==> config.mk <==
export PLATFORM = sky130hd
export DESIGN_NAME = readout_packet_builder
export DESIGN_NICKNAME = d
export VERILOG_FILES = /design/src/rtl/readout_packet_builder.sv
export SDC_FILE = /design/constraint.sdc
export NUM_CORES = 1
export LEC_CHECK = 0
export ABC_CLOCK_PERIOD_IN_PS = 3850
export CAP_MARGIN = 5
export CELL_PAD_IN_SITES_DETAIL_PLACEMENT = 1
export CELL_PAD_IN_SITES_GLOBAL_PLACEMENT = 1
export CORE_MARGIN = 4
export CORE_UTILIZATION = 50
export DETAILED_ROUTE_END_ITERATION = 8
export DONT_BUFFER_PORTS = 1
export GPL_TIMING_DRIVEN = 0
export PLACE_DENSITY_LB_ADDON = 0.1
export SLEW_MARGIN = 20
export SYNTH_ARGS = -nofsm -noshare
export SYNTH_HDL_FRONTEND = slang
export SYNTH_SLANG_ARGS = --single-unit
==> constraint.sdc <==
create_clock -name clk160 -period 3.85 [get_ports clk160]
set_input_delay 0.77 -clock clk160 [delete_from_list [all_inputs] [get_ports clk160]]
set_output_delay 0.77 -clock clk160 [all_outputs]
set_load 0.02 [all_outputs]
==> src/rtl/readout_packet_builder.sv <==
// Drains merged TDC words from the readout FIFO and frames them into header/payload/trailer packets.
// Define PKT_CHECKSUM_EN to insert an XOR check word between the payload and the trailer.
module readout_packet_builder #(
    parameter int          MAX_WORDS   = 16,
    parameter int          TIMEOUT     = 1024,
    parameter logic [15:0] HEADER_TAG  = 16'hE7C0,
    parameter logic [15:0] TRAILER_TAG = 16'h3C5A
) (
    input  logic        clk160,
    input  logic        reset_n,
    input  logic        enable,
    input  logic [31:0] fifo_dout,
    input  logic        fifo_empty,
    output logic        fifo_rd_en,
    output logic [31:0] tx_data,
    output logic        tx_valid,
    input  logic        tx_ready,
    output logic        tx_last,
    output logic [15:0] pkt_count,
    output logic        busy
);

    localparam int             IW        = (MAX_WORDS > 1) ? $clog2(MAX_WORDS) : 1;
    localparam int             TW        = $clog2(TIMEOUT + 1);
    localparam logic [8:0]     MAX_CNT   = 9'(MAX_WORDS);
    localparam logic [TW-1:0]  TIMER_MAX = TW'(TIMEOUT);

    typedef enum logic [2:0] {
        S_IDLE,
        S_FILL,
        S_HDR,
        S_PAY,
`ifdef PKT_CHECKSUM_EN
        S_CHK,
`endif
        S_TRL
    } state_t;

    state_t          state_q, state_d;
    logic [7:0]      fill_cnt_q, fill_cnt_d;
    logic [7:0]      rd_idx_q, rd_idx_d;
    logic            rd_pend_q, rd_pend_d;
    logic [TW-1:0]   timer_q, timer_d;
    logic [7:0]      seq_q, seq_d;
    logic [15:0]     pkt_count_q, pkt_count_d;
    logic [31:0]     tx_data_q, tx_data_d;
    logic            tx_valid_q, tx_valid_d;
    logic            tx_last_q, tx_last_d;
`ifdef PKT_CHECKSUM_EN
    logic [31:0]     csum_q, csum_d;
`endif
    logic [31:0]     buf_q [MAX_WORDS];
    logic            buf_we;
    logic            rd_en;
    logic            handshake;
    logic [31:0]     hdr_word;
    logic [31:0]     trl_word;
    logic [31:0]     buf_rd;

    // Reads stop once the timer saturates so that no word is in flight when the packet closes.
    assign rd_en = (state_q == S_FILL) && enable && !fifo_empty
                   && (({1'b0, fill_cnt_q} + 9'(rd_pend_q)) < MAX_CNT)
                   && (timer_q != TIMER_MAX);

    assign handshake = tx_valid_q && tx_ready;
    assign hdr_word  = {HEADER_TAG, seq_q, fill_cnt_q};
    assign trl_word  = {TRAILER_TAG, 8'h00, seq_q};
    assign buf_rd    = buf_q[rd_idx_q[IW-1:0]];

    always_comb begin
        state_d     = state_q;
        fill_cnt_d  = fill_cnt_q;
        rd_idx_d    = rd_idx_q;
        rd_pend_d   = rd_en;
        timer_d     = timer_q;
        seq_d       = seq_q;
        pkt_count_d = pkt_count_q;
        tx_data_d   = tx_data_q;
        tx_valid_d  = tx_valid_q;
        tx_last_d   = tx_last_q;
        buf_we      = 1'b0;
`ifdef PKT_CHECKSUM_EN
        csum_d      = csum_q;
`endif
        case (state_q)
            S_IDLE: begin
                timer_d = '0;
                if (enable && !fifo_empty) begin
                    state_d = S_FILL;
                end
            end
            S_FILL: begin
                if (rd_pend_q) begin
                    buf_we     = 1'b1;
                    fill_cnt_d = fill_cnt_q + 8'd1;
                end
                // The timer runs from the first captured word until it saturates.
                if ((fill_cnt_q != 8'd0 || rd_pend_q) && timer_q != TIMER_MAX) begin
                    timer_d = timer_q + TW'(1);
                end
                if (!rd_pend_q) begin
                    if (fill_cnt_q != 8'd0 && ({1'b0, fill_cnt_q} == MAX_CNT
                                               || timer_q == TIMER_MAX || !enable)) begin
                        state_d    = S_HDR;
                        tx_valid_d = 1'b1;
                        tx_data_d  = hdr_word;
`ifdef PKT_CHECKSUM_EN
                        csum_d     = hdr_word;
`endif
                    end else if (fill_cnt_q == 8'd0 && !enable) begin
                        state_d = S_IDLE;
                    end
                end
            end
            S_HDR: begin
                if (handshake) begin
                    state_d   = S_PAY;
                    tx_data_d = buf_q[0];
                    rd_idx_d  = 8'd1;
`ifdef PKT_CHECKSUM_EN
                    csum_d    = csum_q ^ buf_q[0];
`endif
                end
            end
            S_PAY: begin
                if (handshake) begin
                    if (rd_idx_q == fill_cnt_q) begin
`ifdef PKT_CHECKSUM_EN
                        state_d   = S_CHK;
                        tx_data_d = csum_q;
`else
                        state_d   = S_TRL;
                        tx_data_d = trl_word;
                        tx_last_d = 1'b1;
`endif
                    end else begin
                        tx_data_d = buf_rd;
                        rd_idx_d  = rd_idx_q + 8'd1;
`ifdef PKT_CHECKSUM_EN
                        csum_d    = csum_q ^ buf_rd;
`endif
                    end
                end
            end
`ifdef PKT_CHECKSUM_EN
            S_CHK: begin
                if (handshake) begin
                    state_d   = S_TRL;
                    tx_data_d = trl_word;
                    tx_last_d = 1'b1;
                end
            end
`endif
            S_TRL: begin
                if (handshake) begin
                    state_d     = S_IDLE;
                    tx_valid_d  = 1'b0;
                    tx_last_d   = 1'b0;
                    tx_data_d   = '0;
                    seq_d       = seq_q + 8'd1;
                    pkt_count_d = pkt_count_q + 16'd1;
                    fill_cnt_d  = 8'd0;
                    rd_idx_d    = 8'd0;
                end
            end
            default: begin
                state_d = S_IDLE;
            end
        endcase
    end

    always_ff @(posedge clk160 or negedge reset_n) begin
        if (!reset_n) begin
            state_q     <= S_IDLE;
            fill_cnt_q  <= 8'd0;
            rd_idx_q    <= 8'd0;
            rd_pend_q   <= 1'b0;
            timer_q     <= '0;
            seq_q       <= 8'd0;
            pkt_count_q <= 16'd0;
            tx_data_q   <= 32'd0;
            tx_valid_q  <= 1'b0;
            tx_last_q   <= 1'b0;
`ifdef PKT_CHECKSUM_EN
            csum_q      <= 32'd0;
`endif
        end else begin
            state_q     <= state_d;
            fill_cnt_q  <= fill_cnt_d;
            rd_idx_q    <= rd_idx_d;
            rd_pend_q   <= rd_pend_d;
            timer_q     <= timer_d;
            seq_q       <= seq_d;
            pkt_count_q <= pkt_count_d;
            tx_data_q   <= tx_data_d;
            tx_valid_q  <= tx_valid_d;
            tx_last_q   <= tx_last_d;
`ifdef PKT_CHECKSUM_EN
            csum_q      <= csum_d;
`endif
        end
    end

    // Payload storage carries no reset; only words below fill_cnt are ever read.
    always_ff @(posedge clk160) begin
        if (buf_we) begin
            buf_q[fill_cnt_q[IW-1:0]] <= fifo_dout;
        end
    end

    assign fifo_rd_en = rd_en;
    assign tx_data    = tx_data_q;
    assign tx_valid   = tx_valid_q;
    assign tx_last    = tx_last_q;
    assign pkt_count  = pkt_count_q;
    assign busy       = (state_q != S_IDLE);

endmodule

==> results.cfg, run 1 <==
[global_routing]
grt_usage_pct = 26.7
grt_pass1_wl_um = 98200
grt_pass1_vias = 13895
grt_max_degree = 90
antenna_found_initial = 1
grt_overflow = 0

[logic_synthesis]
synth-seq-cells = 601
synth_edf_count = 512
synth.distinct_cells = 65
synth_top_area_share_pct = 63.9
syn_avg_cell_area_um2 = 18.7
async_flop_share_pct = 14.8
syn_inst = 1290
yosys_warnings = 0
syn_nets = 1336
ys.flop_type = edfxtp_1
ys_seq_area_share_pct = 73.1
yosys.area.top_type = edfxtp_1
synth.area.top_cells = edfxtp_1 (64%), mux4_2 (12%), dfrtp_1 (9.3%), mux2i_1 (1.3%), nor2_1 (1.2%)
synth.cell_area_um2 = 24100

[cts]
cts_resized = 0
clk_latency_ps = 620
cts_buffers = 61
cts_tree = yes
cts_sinks = 601
cts_root_buf = clkbuf_16
max-clock-path-buffers = 3
cts.reportedPaths.clkPinSlew_ps = 60
htree_levels = 2
postCtsSetupRepairBufs = 0
cts_hold_buf = 1

[die]
start_util_pct = 50.5
die_w_um = 227
design.portCount = 89
core.rowCount = 80
core_area_um2 = 47600
dieArea_um2 = 51700
fp.dieH_um = 227

[sta]
finalMaxSlewViolations = 0
setup_viol = 0
finalHoldViolCount = 0
tightestPinTransition_ps = 1110
slew_headroom_pct = 25.8
rsz0062_at_grt = false
period_share_pct = 95.1
fmax_mhz = 273
setup_ws_ps = 188
min_period_ps = 3660
skew_ps = 15.5

[setup_path]
cp.depth = 4
required_ps = 3080
crit_arrival_ps = 2890
ff2ff_setup_slack_ps = 310
startpoint_type = flip-flop
crit_family = simple AND/OR/NAND/NOR gates
startpoint = fill_cnt_q[3]
reg2reg_depth = 8
path_cells = clkbuf_1, nand2_1, nor3_1, a211oi_1
r2r-start = rd_idx_q[0]
r2r-end = tx_data[15]
crit_path_top_delay_cell = clkbuf_1
end_kind = output port
endpoint = fifo_rd_en
path_class = reg -> out
crit_buf_inv = 1
critPathMaxStageDelay_ps = 680
worst-path-max-fanout = 10

[power_and_ir_drop]
swShare_pct = 30.4
switchingPower_mw = 5.55
p_leak_nw = 8.94
intPower_mw = 12.7
p_per_area_nw_per_um2 = 655
peakVddDrop_mv = 0.492
pwr-share-clk_pct = 33.4
pwr-share-comb_pct = 23.4
seqPwrFrac_pct = 43.2

[placement]
dpl.hpwl_um = 44700
placed_area_um2 = 25700
dpl_worst_slack_ps = 281
numPortBuffers = 0
gp_congestion = 0.813

[cells_and_area]
drive_gt1_share_pct = 22.9
design_area_um2 = 27800
fin_nets = 1435
fillCellCount = 4122
syn_to_final_growth_pct = 15.7
antenna_cells = 0

[routing]
drc = 0
first_pass_iters = 6
drt-wirelength-per-cell_um = 32.9
num_vias = 13233
avgViaCountPerCell = 6.44
drt_iter0_drc = 1455
wirelength_um = 67600
final_antenna_net_count = 0

[job]
maxCapViolations = 0

[run_status]
status = finished clean

[worst_hold_path]
worstHoldPathType = in -> async
layout by cell type, fill, tap and decap left out, types with 15 or more instances in the layout:
cell type and count:
xor2_1 15, buf_2 24, mux2i_1 32, xnor2_1 28, clkbuf_16 62, buf_16 17, clkbuf_1 42, o21ai_0 20
a31oi_1 25, nor2_1 66, edfxtp_1 512, nand3_1 15, mux4_2 131, nand2b_1 18, nand2_1 42, a21oi_1 22
dfrtp_1 89
Yosys cell counts, types with 4 or more instances:
master      n
or4_1       5
and3_1      6
xnor2_1    28
nor2b_1    12
a31oi_1    25
nor2_1     79
nand4_1    13
buf_4       9
nand2_1    42
buf_2      24
o21ai_0    20
a221oi_1   11
a22oi_1    13
a222oi_1    8
a211o_1     5
o22ai_1     7
edfxtp_1  512
mux2i_1    32
clkbuf_1   33
nand3_1    15
buf_1       5
dfrtp_1    89
mux2_2      4
a21o_1      6
a21oi_1    22
xor2_1     15
nor4_1      5
nor3_1     13
nand2b_1   18
nor3b_1     5
o31ai_1     8
inv_1      10
ha_1        9
mux4_2    131
a211oi_1    6
flip-flops by register name (all words and copies together), names as in the netlist:
signal,flops
buf_q,512
fill_cnt_q,8
pkt_count,16
rd_idx_q,8
rd_pend_q,1
seq_q,8
state_q,3
timer_q,11
tx_data,32
tx_last,1
tx_valid,1
metrics by stage:
stage | util, % | hold WS [ps] | setup TNS, ps | cells | total power, mW
finish | 58.4 | 82.4 | 0 | 2055 | 18.2
global route | 58.4 | 102 | 0 | 2055 | 19.0
CTS | 58.4 | 91.3 | 0 | 2055 | 18.4
detailed placement | 54.0 | 478 | 0 | 1940 | 12.3
global placement | 52.2 | 478 | -785240 | 1905 | 12.1
floorplan | - | 468 | 0 | 1290 | 10.8
logic make-up after synthesis:
family | share of synthesized area (%)
compound gates | 4.46
flops | 73.1
mux | 13.8
fa+ha+maj | 0.468
simple gates | 4.97
xor+xnor | 1.56
buf+inv | 1.62
worst min-delay path by stage:
stage	start	end	slack [ps]
detailed placement	reset_n	timer_q[9]	480
global route	reset_n	rd_idx_q[3]	100
floorplan	reset_n	fill_cnt_q[0]	470
global placement	reset_n	pkt_count[8]	480
finish	reset_n	tx_data[5]	80
CTS	reset_n	tx_data[23]	90
area by class of cell:
cell class | instances | area [um2] | share of cell area, %
plain buffers | 73 | 353 | 1.27
clock buffers | 79 | 1700 | 6.09
clock inverters | 35 | 380 | 1.37
inverters | 10 | 37.5 | 0.135
multi-input cells | 606 | 6210 | 22.3
flip-flops and latches | 601 | 17600 | 63.2
well taps | 615 | 769 | 2.76
repair buffers | 36 | 795 | 2.85
power by group through the flow:
| stage | logic [mW] | clock network [mW] | registers [mW] |
|---|---|---|---|
| after floorplan | 2.91 | 0 | 7.85 |
| after CTS | 4.31 | 6.20 | 7.88 |
| final | 4.27 | 6.09 | 7.87 |
| after global placement | 4.12 | 0 | 8.01 |
| after global routing | 4.56 | 6.51 | 7.91 |
| after detailed placement | 4.27 | 0 | 8.02 |
metal layers:
| metal | vias up | routed length [um] | track usage (%) |
|---|---|---|---|
| met5 | - | 0 | 0 |
| met4 | 0 | 1890 | 7.36 |
| met3 | 111 | 5490 | 6.05 |
| met2 | 570 | 32700 | 43.2 |
| met1 | 7100 | 27500 | 37.2 |
| li1 | 5452 | - | - |
Power figures use the tool's default switching activity.
==> run 2: changes to the inputs <==
--- a/config.mk
+++ b/config.mk
@@ -9,7 +9,7 @@
 export CAP_MARGIN = 5
 export CELL_PAD_IN_SITES_DETAIL_PLACEMENT = 1
 export CELL_PAD_IN_SITES_GLOBAL_PLACEMENT = 1
-export CORE_MARGIN = 4
+export CORE_MARGIN = 2
 export CORE_UTILIZATION = 50
 export DETAILED_ROUTE_END_ITERATION = 8
 export DONT_BUFFER_PORTS = 1
==> run 2 against run 1 <==
  * Global-route usage rose by 0.74 points
  * Clock skew up 3.1 ps
  * Via count shrank 1.1%
  * Largest cell class unchanged
==> results.cfg, run 2 (synthesis gave the netlist of run 1 again) <==
[run_status]
status = finished clean

[setup_path]
crit_arrival_ps = 3000
path_class = reg -> out
worst-path-max-fanout = 10
required_ps = 3080
startpoint_type = flip-flop
end_kind = output port

[routing]
drc = 0
num_vias = 13090
drt_iter0_drc = 1232
drt-wirelength-per-cell_um = 32.1
avgViaCountPerCell = 6.38
final_antenna_net_count = 0
first_pass_iters = 6
wirelength_um = 66000

[job]
maxCapViolations = 0

[cts]
htree_levels = 2
max-clock-path-buffers = 3
cts_sinks = 601
clk_latency_ps = 620
cts_root_buf = clkbuf_16
cts_buffers = 60
cts.reportedPaths.clkPinSlew_ps = 60
cts_tree = yes

[die]
start_util_pct = 50.5
dieArea_um2 = 49900
core_area_um2 = 47600
design.portCount = 89
core.rowCount = 80
fp.dieH_um = 223
die_w_um = 223

[cells_and_area]
layout_commonest_cell = edfxtp_1
stdcell_count = 2053
largest_register_ffs = 512
mostFrequentLayoutCells = edfxtp_1 (512), mux4_2 (131), dfrtp_1 (89)
drive_gt1_share_pct = 22.2
syn_to_final_growth_pct = 15.5
fin_nets = 1434

[global_routing]
grt_max_degree = 90
antenna_found_initial = 0
grt_overflow = 0
grt_usage_pct = 27.4
grt_pass1_wl_um = 97300
grt_pass1_vias = 13858

[sta]
fin_setup_tns_ps = 0
skew_ps = 18.6
finalMaxSlewViolations = 0
rsz0062_at_grt = false
slew_headroom_pct = 24.5
fmax_mhz = 265
setup_ws_ps = 78.2
min_period_ps = 3770
setup_viol = 0
tightestPinTransition_ps = 1130
period_share_pct = 98.0
worst_hold_slack_ps = 75.3
finalHoldViolCount = 0

[power_and_ir_drop]
p_leak_nw = 8.90
p_per_area_nw_per_um2 = 643
peakVddDrop_mv = 0.370

[placement]
numPortBuffers = 0
gp_congestion = 0.798
dpl_worst_slack_ps = 380
dp.cells = 1940
dpl.hpwl_um = 44400

[worst_hold_path]
worstHoldPathType = in -> async
-- run 2: cell count changes in the layout (fill, tap and decap cells not counted), sizes merged --
cell           change
bufinv             -4
clkinvlp           -3
clkbuf             +9
clkdlybuf4s15      +1
clkinv             -6
diode              +1
-- run 2: layout make-up --
| type | count | area (um2) |
|---|---|---|
| fillers | 4110 | 19900 |
| flip-flops and latches | 601 | 17600 |
| multi-input cells | 606 | 6220 |
| clock buffers | 89 | 1710 |
| repair buffers | 36 | 892 |
| well taps | 615 | 769 |
| plain buffers | 73 | 359 |
| clock inverters | 22 | 199 |
| inverters | 10 | 37.5 |
| diodes | 1 | 2.50 |
-- run 2: final timing paths --
path / cells after the start / slack [ps] / to / from
setup / recovery: 4 / 80 / fifo_rd_en / fill_cnt_q[2]
hold / removal: 1 / 80 / pkt_count[9] / reset_n
setup reg to reg: 8 / 360 / tx_data[30] / rd_idx_q[0]
hold reg to reg: 1 / 540 / timer_q[8] / timer_q[8]
max in group asynchronous: 1 / 3340 / tx_data[24] / reset_n
min in group clk160: 0 / 240 / buf_q[7][19] / fifo_dout[19]
-- run 2: through the flow --
stage | cell area [um2] | power [mW] | utilization, %
global route | 27800 | 18.6 | 58.3
finish | 27800 | 17.9 | 58.3
global placement | 24900 | 12.1 | 52.2
CTS | 27800 | 18.0 | 58.3
detailed placement | 25800 | 12.3 | 54.2
floorplan | 24100 | 10.8 | -
-- run 2: layer usage --
| metal | track usage (%) | part of all wire, % |
|---|---|---|
| met1 | 38.6 | 42 |
| met2 | 43.5 | 48 |
| met3 | 6.24 | 7.4 |
| met4 | 7.72 | 2.8 |
| met5 | 0 | 0 |
-- run 2: where the power goes --
group | total, mW | switching, mW | leakage (nW) | internal (mW)
clock | 5.74 | 2.42 | 0.939 | 3.32
sequential | 7.88 | 0.537 | 5.72 | 7.34
combinational | 4.26 | 2.53 | 2.24 | 1.73
-- run 2: critical path, cell delays in order (launching register included) --
cell and delay, ps:
dfrtp_1 430, clkdlybuf4s15_1 710, nand2_1 460, nor3_1 540, a211oi_2 240
-- run 2: repair_timing --
action / 4_1_cts / 5_1_grt
endpoints found under the setup margin: 0 / 1
hold buffers: 1 / 0
buffers inserted: 0 / 0
gates resized for setup: 0 / 3
hold endpoints to repair: 89 / 0
